<file path="config.mk">
export PLATFORM = sky130hd
export DESIGN_NAME = pixel_stream_tx_flat
export DESIGN_NICKNAME = d
export VERILOG_FILES = /design/src/rtl/pixel_stream_tx_if.sv /design/src/rtl/pixel_stream_tx.sv /design/src/flat_wrapper.sv
export SDC_FILE = /design/constraint.sdc
export NUM_CORES = 1
export LEC_CHECK = 0
export CAP_MARGIN = 20
export CORE_ASPECT_RATIO = 0.9
export CORE_MARGIN = 4
export CORE_UTILIZATION = 59
export CTS_CLUSTER_SIZE = 16
export DETAILED_ROUTE_END_ITERATION = 12
export GPL_TIMING_DRIVEN = 0
export PLACE_DENSITY = 0.85
export SYNTH_ARGS = -nofsm -noshare
export SYNTH_HDL_FRONTEND = slang
export SYNTH_SLANG_ARGS = --single-unit
</file>
<file path="constraint.sdc">
create_clock -name clk -period 8.19 [get_ports clk]
set_input_delay 1.2285 -clock clk [delete_from_list [all_inputs] [get_ports clk]]
set_output_delay 1.2285 -clock clk [all_outputs]
set_load 0.03 [all_outputs]
</file>
<file path="src/rtl/pixel_stream_tx_if.sv">
// rtl/pixel_stream_tx_if.sv - pixel stream beat bus with coordinates and frame markers
interface pixel_stream_tx_if #(
   parameter int DATA_W  = 8,
   parameter int COL_BIT = 8,
   parameter int ROW_BIT = 8
);
   logic               px_valid;
   logic               px_ready;
   logic [DATA_W-1:0]  px_data;
   logic [COL_BIT-1:0] px_col;
   logic [ROW_BIT-1:0] px_row;
   logic               px_sof;
   logic               px_eol;
   logic               px_eof;

   modport master (
      output px_valid, px_data, px_col, px_row, px_sof, px_eol, px_eof,
      input  px_ready
   );

   modport slave (
      input  px_valid, px_data, px_col, px_row, px_sof, px_eol, px_eof,
      output px_ready
   );
endinterface

</file>
<file path="src/rtl/pixel_stream_tx.sv">
// rtl/pixel_stream_tx.sv - raster-order frame reader driving a credit-controlled 2-entry pixel stream
module pixel_stream_tx #(
   parameter int DATA_W  = 8,
   parameter int COL_BIT = 8,
   parameter int ROW_BIT = 8,
   parameter int IMG_W   = 256,
   parameter int IMG_H   = 256
) (
   input  logic                       clk,
   input  logic                       reset,
   input  logic                       start,
   output logic                       busy,
   output logic                       done,
   output logic                       mem_rd_en,
   output logic [COL_BIT+ROW_BIT-1:0] mem_addr,
   input  logic [DATA_W-1:0]          mem_rdata,
   pixel_stream_tx_if.master          px
);
   typedef enum logic [1:0] {IDLE, RUN, DRAIN} state_t;

   typedef struct packed {
      logic [COL_BIT-1:0] col;
      logic [ROW_BIT-1:0] row;
      logic               sof;
      logic               eol;
      logic               eof;
   } meta_t;

   typedef struct packed {
      logic [DATA_W-1:0] data;
      meta_t             meta;
   } beat_t;

   localparam logic [COL_BIT-1:0] COL_LAST = COL_BIT'(IMG_W - 1);
   localparam logic [ROW_BIT-1:0] ROW_LAST = ROW_BIT'(IMG_H - 1);

   state_t             state_q, state_d;
   logic [COL_BIT-1:0] col_q, col_d;
   logic [ROW_BIT-1:0] row_q, row_d;
   logic               done_q, done_d;
   logic               inflight_q;
   meta_t              meta_q;
   beat_t              buf_q [2];
   logic               wr_ptr_q, rd_ptr_q;
   logic [1:0]         count_q;

   logic               push, pop, last_addr;
   logic [2:0]         occ_next;
   meta_t              meta_issue;
   beat_t              head;

   assign head      = buf_q[rd_ptr_q];
   assign push      = inflight_q;
   assign pop       = (count_q != 2'd0) & px.px_ready;
   // Slots already claimed after this edge: stored words plus the word still in the RAM pipe.
   assign occ_next  = {1'b0, count_q} + {2'b00, inflight_q} - {2'b00, pop};
   assign last_addr = (col_q == COL_LAST) && (row_q == ROW_LAST);

   assign meta_issue = '{col: col_q, row: row_q,
                         sof: (col_q == '0) && (row_q == '0),
                         eol: (col_q == COL_LAST),
                         eof: last_addr};

   assign mem_addr = {row_q, col_q};
   assign busy     = (state_q != IDLE);
   assign done     = done_q;

   assign px.px_valid = (count_q != 2'd0);
   assign px.px_data  = head.data;
   assign px.px_col   = head.meta.col;
   assign px.px_row   = head.meta.row;
   assign px.px_sof   = head.meta.sof;
   assign px.px_eol   = head.meta.eol;
   assign px.px_eof   = head.meta.eof;

   always_comb begin
      state_d   = state_q;
      col_d     = col_q;
      row_d     = row_q;
      done_d    = 1'b0;
      mem_rd_en = 1'b0;
      case (state_q)
         IDLE: begin
            if (start) state_d = RUN;
         end
         RUN: begin
            if (occ_next < 3'd2) begin
               mem_rd_en = 1'b1;
               if (col_q == COL_LAST) begin
                  col_d = '0;
                  row_d = (row_q == ROW_LAST) ? '0 : row_q + ROW_BIT'(1);
               end else begin
                  col_d = col_q + COL_BIT'(1);
               end
               if (last_addr) state_d = DRAIN;
            end
         end
         DRAIN: begin
            if (pop && head.meta.eof) begin
               state_d = IDLE;
               done_d  = 1'b1;
            end
         end
         default: state_d = IDLE;
      endcase
   end

   always_ff @(posedge clk) begin
      if (reset) begin
         state_q    <= IDLE;
         col_q      <= '0;
         row_q      <= '0;
         done_q     <= 1'b0;
         inflight_q <= 1'b0;
         meta_q     <= '0;
         buf_q[0]   <= '0;
         buf_q[1]   <= '0;
         wr_ptr_q   <= 1'b0;
         rd_ptr_q   <= 1'b0;
         count_q    <= 2'd0;
      end else begin
         state_q    <= state_d;
         col_q      <= col_d;
         row_q      <= row_d;
         done_q     <= done_d;
         inflight_q <= mem_rd_en;
         if (mem_rd_en) meta_q <= meta_issue;
         if (push) begin
            buf_q[wr_ptr_q] <= '{data: mem_rdata, meta: meta_q};
            wr_ptr_q        <= ~wr_ptr_q;
         end
         if (pop) rd_ptr_q <= ~rd_ptr_q;
         count_q <= count_q + {1'b0, push} - {1'b0, pop};
      end
   end
endmodule
</file>
<file path="src/flat_wrapper.sv">
// flat-port wrapper written by rule: the top's interface ports become plain ports
module pixel_stream_tx_flat 
#(
   parameter int DATA_W  = 8,
   parameter int COL_BIT = 8,
   parameter int ROW_BIT = 8,
   parameter int IMG_W   = 256,
   parameter int IMG_H   = 256
)
  (clk, reset, start, busy, done, mem_rd_en, mem_addr, mem_rdata, px_px_valid, px_px_data, px_px_col, px_px_row, px_px_sof, px_px_eol, px_px_eof, px_px_ready);
  pixel_stream_tx_if #(.DATA_W(DATA_W), .COL_BIT(COL_BIT), .ROW_BIT(ROW_BIT)) px_i ();
  input  logic clk;
  input  logic reset;
  input  logic start;
  output logic busy;
  output logic done;
  output logic mem_rd_en;
  output logic [COL_BIT+ROW_BIT-1:0] mem_addr;
  input  logic [DATA_W-1:0] mem_rdata;
  output wire logic [$bits(px_i.px_valid)-1:0] px_px_valid;
  output wire logic [$bits(px_i.px_data)-1:0] px_px_data;
  output wire logic [$bits(px_i.px_col)-1:0] px_px_col;
  output wire logic [$bits(px_i.px_row)-1:0] px_px_row;
  output wire logic [$bits(px_i.px_sof)-1:0] px_px_sof;
  output wire logic [$bits(px_i.px_eol)-1:0] px_px_eol;
  output wire logic [$bits(px_i.px_eof)-1:0] px_px_eof;
  input wire logic [$bits(px_i.px_ready)-1:0] px_px_ready;
  assign px_px_valid = px_i.px_valid;
  assign px_px_data = px_i.px_data;
  assign px_px_col = px_i.px_col;
  assign px_px_row = px_i.px_row;
  assign px_px_sof = px_i.px_sof;
  assign px_px_eol = px_i.px_eol;
  assign px_px_eof = px_i.px_eof;
  assign px_i.px_ready = px_px_ready;
  pixel_stream_tx #(.DATA_W(DATA_W), .COL_BIT(COL_BIT), .ROW_BIT(ROW_BIT), .IMG_W(IMG_W), .IMG_H(IMG_H)) u_core (.clk(clk), .reset(reset), .start(start), .busy(busy), .done(done), .mem_rd_en(mem_rd_en), .mem_addr(mem_addr), .mem_rdata(mem_rdata), .px(px_i));
endmodule
</file>
==> results of run 1 <==
worst min path at each step:
| stage | from | endpoint | slack [ns] | depth (start not counted) |
|---|---|---|---|---|
| 2_1_floorplan | u_core.meta_q[10]$_SDFFE_PP0P_ | u_core.meta_q[10]$_SDFFE_PP0P_ | 0.44 | 2 |
| 3_3_place_gp | u_core.meta_q[18]$_SDFFE_PP0P_ | u_core.meta_q[18]$_SDFFE_PP0P_ | 0.45 | 2 |
| 3_5_place_dp | u_core.meta_q[12]$_SDFFE_PP0P_ | u_core.meta_q[12]$_SDFFE_PP0P_ | 0.45 | 2 |
| 4_1_cts | u_core.meta_q[16]$_SDFFE_PP0P_ | u_core.meta_q[16]$_SDFFE_PP0P_ | 0.47 | 2 |
| 5_1_grt | u_core.meta_q[1]$_SDFFE_PP0P_ | u_core.meta_q[1]$_SDFFE_PP0P_ | 0.50 | 2 |
| 6_report | u_core.meta_q[16]$_SDFFE_PP0P_ | u_core.meta_q[16]$_SDFFE_PP0P_ | 0.46 | 2 |
metrics by stage:
| stage | std cells | setup slack [ns] |
|---|---|---|
| finish | 554 | 2.33 |
| floorplan | 386 | 3.68 |
| global route | 554 | 2.09 |
| global placement | 537 | 2.41 |
| detailed placement | 538 | 2.34 |
| CTS | 554 | 2.33 |
sequential cells by signal, summed over array words and instances, names as in the netlist, named ones only:
name,flops
u_core.row_q,8
u_core.buf_q,54
u_core.done,1
u_core.count_q,2
u_core.wr_ptr_q,1
u_core.state_q,2
u_core.col_q,8
u_core.meta_q,19
u_core.rd_ptr_q,1
u_core.inflight_q,1
cells in the mapped netlist (all sizes together) (6+ instances only):
cell type  instances  area (um^2)
and2              56          350
edfxtp            54         1620
dfxtp             44          881
nand2             43          164
a21oi             28          140
mux2              27          304
buf               20          144
clkbuf            13         48.8
nor2              13         48.8
inv               11         41.3
nand4              7         58.8
ha                 6         75.1
nand3              6         30.0
where the power goes:
part,switching (W),internal [W],total [W]
Clock,0.000176,0.000147,0.000323
Sequential,0.0000238,0.000567,0.000590
Combinational,0.000286,0.000194,0.000481
Total,0.000486,0.000908,0.00139
critical path, cell delays in order:
cell	delay, ns
clkdlybuf4s50_1	0.46
o21a_1	0.18
ha_1	0.25
inv_1	0.06
ha_1	0.15
fa_1	0.48
nor3b_4	0.39
nand2_2	0.11
buf_6	0.16
clkinv_1	0.16
buf_2	0.29
clkdlybuf4s50_1	0.72
routing by layer:
metal  track usage  share of wire
met5             0              0
met4        0.0918          0.018
met1         0.267           0.43
met2         0.368           0.49
met3        0.0374          0.062
cell type report:
cell class / instances / share of cell area
flip-flops and latches: 98 / 0.473
multi-input cells: 243 / 0.305
repair buffers: 59 / 0.115
plain buffers: 33 / 0.0364
clock buffers: 9 / 0.0234
well taps: 93 / 0.0220
clock inverters: 7 / 0.0163
inverters: 12 / 0.00852
cell families after synthesis:
family          after synthesis
simple gates                159
compound gates               42
xor+xnor                      7
buf+inv                      45
fa+ha+maj                     7
flops                        98
mux                          28
==> flow_metrics.py, run 1 <==
metrics = {
    "sta": {
        "relSlewSlack": 0.296,
        "final_max_slew_viol_count": 0,
        "timing.final.crit_period_ns": 5.86,
        "max_slew.worst_pin.slew_ns": 1.05,
        "hold_violations": 0,
        "setup_violations": 0,
        "max_freq_ghz": 0.171,
        "clock_skew_ns": 0.0107,
        "period_share": 0.716,
        "grt_setup_unrepaired": "false",
        "setup_tns_ns": 0,
        "hold_ws_ns": 0.465,
    },
    "clock_network": {
        "ctsHoldBuffers": 0,
        "cts_buffers": 9,
        "cts_resized": 0,
        "cts.sinks": 98,
        "cts_setup_buffers": 0,
        "htreeDepth": 3,
        "clock_path_buffers": 2,
        "cts_root_buffer": "clkbuf_8",
        "cts_tree": "yes",
        "clk_pin_slew_ns": 0.09,
        "clock_latency_ns": 0.37,
    },
    "route": {
        "ant_nets": 0,
        "drt-pass1-iter-count": 5,
        "via_per_inst": 5.37,
        "vias": 2976,
        "first_iter_violations": 169,
        "post_drt_wl_per_cell_um": 15.9,
        "drt-total-wl_mm": 8.81,
        "drcViolationCount": 0,
    },
    "grt": {
        "grt_max_degree": 28,
        "gr-total-overflow": 0,
        "grt_util_all_layers": 0.213,
        "grt_pass1_wl_mm": 14.5,
        "grt_pass1_vias": 2964,
        "antenna_found_initial": 0,
    },
    "place": {
        "place_congestion": 0.842,
        "post_dp_cell_area_um2": 5080,
        "detailed_place_hpwl_mm": 6.20,
        "numPortBuffers": 58,
    },
    "final_layout": {
        "fillers": 509,
        "final_area_um2": 5290,
        "multi_input_area_um2": 1610,
        "mostFrequentLayoutCell": "clkdlybuf4s50_1",
        "mostFrequentLayoutCells": "clkdlybuf4s50_1 (58), and2_1 (56), edfxtp_1 (54)",
        "antenna_cells": 0,
        "syn_to_final_growth_pct": 21.5,
        "register_area_um2": 2500,
        "nNetsFinal": 475,
        "drive_gt1_frac": 0.152,
        "utilization": 0.743,
    },
    "logic_synthesis": {
        "synthSimpleGateAreaFrac": 0.206,
        "async_flop_share": 0,
        "synth_cells": 386,
        "synth_edf_count": 54,
        "yosysSeqAreaShare": 0.575,
        "synth.distinct_cells": 45,
        "synth_mux_area_frac": 0.0722,
        "synth-compound-area-share": 0.0543,
        "synth_top_family_by_area": "simple AND/OR/NAND/NOR gates",
        "synth_area_um2": 4350,
        "synth-seq-cells": 98,
        "synth_xor_area_frac": 0.0158,
        "syn_nets": 405,
        "synthFlopType": "edfxtp_1",
        "syn_avg_cell_area_um2": 11.3,
        "ys_warn_count": 0,
        "synth_fa_ha_area_frac": 0.0219,
    },
    "pwr": {
        "p_leak_nw": 1.91,
        "power_w": 0.00139,
        "p_per_area_nw_per_um2": 264,
        "ir_worst_vdd_mv": 0.205,
    },
    "critical_path": {
        "critPathArrivalTime_ns": 4.63,
        "cp_data_required_time_ns": 6.96,
        "crit_end": "mem_rd_en",
        "r2r_cells": 12,
        "r2r_start": "u_core.count_q[1]$_SDFF_PP0_",
        "crit_path_end_kind": "primary output",
        "r2r_end": "u_core.meta_q[15]$_SDFFE_PP0P_",
        "r2r_slack_ns": 5.14,
        "crit_path_max_fanout": 10,
        "critPathLaunch": "px_px_ready",
        "start_kind": "input pin",
        "critPathKind": "input pin to primary output",
    },
    "die": {
        "core_um2": 7110,
        "rows": 29,
        "start_util": 0.612,
        "pin_count": 59,
        "die_h_um": 89.5,
        "die_x_um": 98.5,
        "die_area_um2": 8820,
    },
    "run": {
        "cap_violations": 0,
    },
    "run_status": {
        "outcome": "complete, no violations",
    },
    "min_path": {
        "min_path_type": "flop to flop",
    },
}
Power figures use the tool's default switching activity.
==> run 2: changes to the inputs <==
CORE_UTILIZATION = 49   (was 59)
PLACE_DENSITY = 0.75   (was 0.85)
clock period = 5 ns   (was 8.19 ns; I/O delays follow)
==> flow_metrics.py, run 2 (synthesis gave the netlist of run 1 again) <==
metrics = {
    "run_status": {
        "outcome": "complete, no violations",
    },
    "critical_path": {
        "r2r_cells": 10,
        "r2r_slack_ns": 1.98,
        "cp_top_family": "buffers and inverters",
        "r2r_end": "u_core.row_q[4]$_SDFFE_PP0P_",
        "crit_path_frequent_cell": "ha_1",
        "start_kind": "input pin",
        "critPathArrivalTime_ns": 3.70,
        "cpMaxStageDelayCell": "fa_1",
        "cp_data_required_time_ns": 4.25,
        "r2r_start": "u_core.count_q[1]$_SDFF_PP0_",
        "critPathKind": "input pin to primary output",
        "crit_path_end_kind": "primary output",
        "cpPeakStageDelay_ns": 0.48,
        "path_cells": "clkdlybuf4s50_1, o21a_1, ha_1, inv_1, ha_1, fa_1, nor3b_4, nand2_2, buf_6, clkinv_1, buf_2, dlymetal6s2s_1",
        "crit_path_max_fanout": 10,
        "critical_path_buf_inv_count": 6,
    },
    "clock_network": {
        "ctsHoldBuffers": 0,
        "cts_tree": "yes",
        "htreeDepth": 3,
        "clk_pin_slew_ns": 0.09,
        "cts.sinks": 98,
        "clock_latency_ns": 0.37,
        "clock_path_buffers": 2,
        "cts_buffers": 9,
        "cts_root_buffer": "clkbuf_8",
    },
    "sta": {
        "hold_violations": 0,
        "period_share": 0.891,
        "grt_setup_unrepaired": "false",
        "setup_tns_ns": 0,
        "timing.final.crit_period_ns": 4.45,
        "setup_violations": 0,
        "clock_skew_ns": 0.00844,
        "final_max_slew_viol_count": 0,
        "relSlewSlack": 0.263,
        "max_freq_ghz": 0.224,
        "max_slew.worst_pin.slew_ns": 1.10,
    },
    "final_layout": {
        "nNetsFinal": 475,
        "mostFrequentLayoutCell": "clkdlybuf4s50_1",
        "syn_to_final_growth_pct": 21.7,
        "fillers": 710,
        "register_area_um2": 2500,
        "multi_input_area_um2": 1610,
        "regMostFlops": "u_core.buf_q",
        "mostFrequentLayoutCells": "clkdlybuf4s50_1 (57), and2_1 (56), edfxtp_1 (54)",
        "drive_gt1_frac": 0.150,
        "top_regs": "u_core.buf_q: 54 flops, u_core.meta_q: 19 flops",
        "largest_reg_flops": 54,
        "fin_cells": 580,
        "antenna_cells": 0,
    },
    "die": {
        "core_um2": 8610,
        "rows": 32,
        "start_util": 0.506,
        "die_x_um": 107,
        "die_h_um": 97.4,
        "pin_count": 59,
        "die_area_um2": 10500,
    },
    "pwr": {
        "ir_worst_vdd_mv": 0.208,
        "p_per_area_nw_per_um2": 420,
        "power_w": 0.00222,
        "p_leak_nw": 1.92,
    },
    "place": {
        "placed_cells": 564,
        "place_congestion": 0.819,
        "detailed_place_hpwl_mm": 6.00,
        "numPortBuffers": 58,
    },
    "grt": {
        "grt_pass1_vias": 3000,
        "antenna_found_initial": 0,
        "gr-total-overflow": 0,
        "grt_pass1_wl_mm": 14.7,
        "grt_max_degree": 28,
        "grt_util_all_layers": 0.177,
    },
    "route": {
        "ant_nets": 0,
        "drt-pass1-iter-count": 4,
        "post_drt_wl_per_cell_um": 15.1,
        "first_iter_violations": 170,
        "drt-total-wl_mm": 8.75,
        "vias": 2977,
        "via_per_inst": 5.13,
        "drcViolationCount": 0,
    },
    "min_path": {
        "hold_start": "u_core.meta_q[18]$_SDFFE_PP0P_",
        "whs_path_depth": 2,
        "min_path_type": "flop to flop",
        "min_to": "u_core.meta_q[18]$_SDFFE_PP0P_",
    },
    "run": {
        "cap_violations": 0,
    },
}
run 2: cell count changes in the layout (fill, tap and decap cells not counted), sizes merged:
cell,change
clkdlybuf4s50,-1
clkinv,+2
bufinv,-1
dlymetal6s2s,+1
clkinvlp,-1
run 2: routing by layer:
layer | track usage | share of wire | vias to the layer above
met3 | 0.0498 | 0.057 | 10
li1 | - | - | 1464
met1 | 0.229 | 0.44 | 1409
met2 | 0.291 | 0.49 | 94
met4 | 0.0476 | 0.011 | 0
met5 | 0 | 0 | -
run 2: worst max-delay path by stage:
| stage | startpoint | endpoint | cells past startpoint |
|---|---|---|---|
| 2_1_floorplan | px_px_ready | mem_rd_en | 10 |
| 3_3_place_gp | px_px_ready | mem_rd_en | 12 |
| 3_5_place_dp | px_px_ready | mem_rd_en | 12 |
| 4_1_cts | px_px_ready | mem_rd_en | 12 |
| 5_1_grt | px_px_ready | mem_rd_en | 12 |
| 6_report | px_px_ready | mem_rd_en | 12 |
run 2: worst register-to-register path, stage by stage, from the launching register on:
cell and delay, ns:
dfxtp_1 0.36, o21a_1 0.22, ha_1 0.28, inv_1 0.04, ha_1 0.18, fa_1 0.51, nor3b_4 0.38, nand4_4 0.21
clkbuf_1 0.31, o31ai_1 0.32, a21oi_1 0.09
run 2: through the flow:
| stage | instance area, um^2 | util | hold slack [ns] | setup WS, ns |
|---|---|---|---|---|
| global placement | 5080 | 0.590 | 0.447 | 0.172 |
| finish | 5300 | 0.615 | 0.465 | 0.545 |
| floorplan | 4350 | - | 0.440 | 1.45 |
| CTS | 5290 | 0.615 | 0.466 | 0.145 |
| global route | 5300 | 0.615 | 0.500 | 0.374 |
| detailed placement | 5110 | 0.593 | 0.453 | 0.165 |
run 2: power by group:
group / internal (W) / switching, W / total (W) / leakage [nW]
Clock: 0.000190 / 0.000287 / 0.000477 / 0.0948
Sequential: 0.000928 / 0.0000355 / 0.000963 / 0.917
Combinational: 0.000316 / 0.000468 / 0.000784 / 0.909
Total: 0.00143 / 0.000790 / 0.00222 / 1.92
run 2: timing repair:
item | in CTS | in global routing
setup buffers | 0 | 0
gates resized for setup | 0 | 1
endpoints found under the setup margin | 0 | 1
run 2: cell type report:
cell class	instances	area share
timing repair buffer	59	0.115
clock inverter	7	0.0116
clock buffer	9	0.0234
tap	119	0.0281
inverter	12	0.00850
multi-input combinational	243	0.304
buffer	33	0.0364
sequential	98	0.472
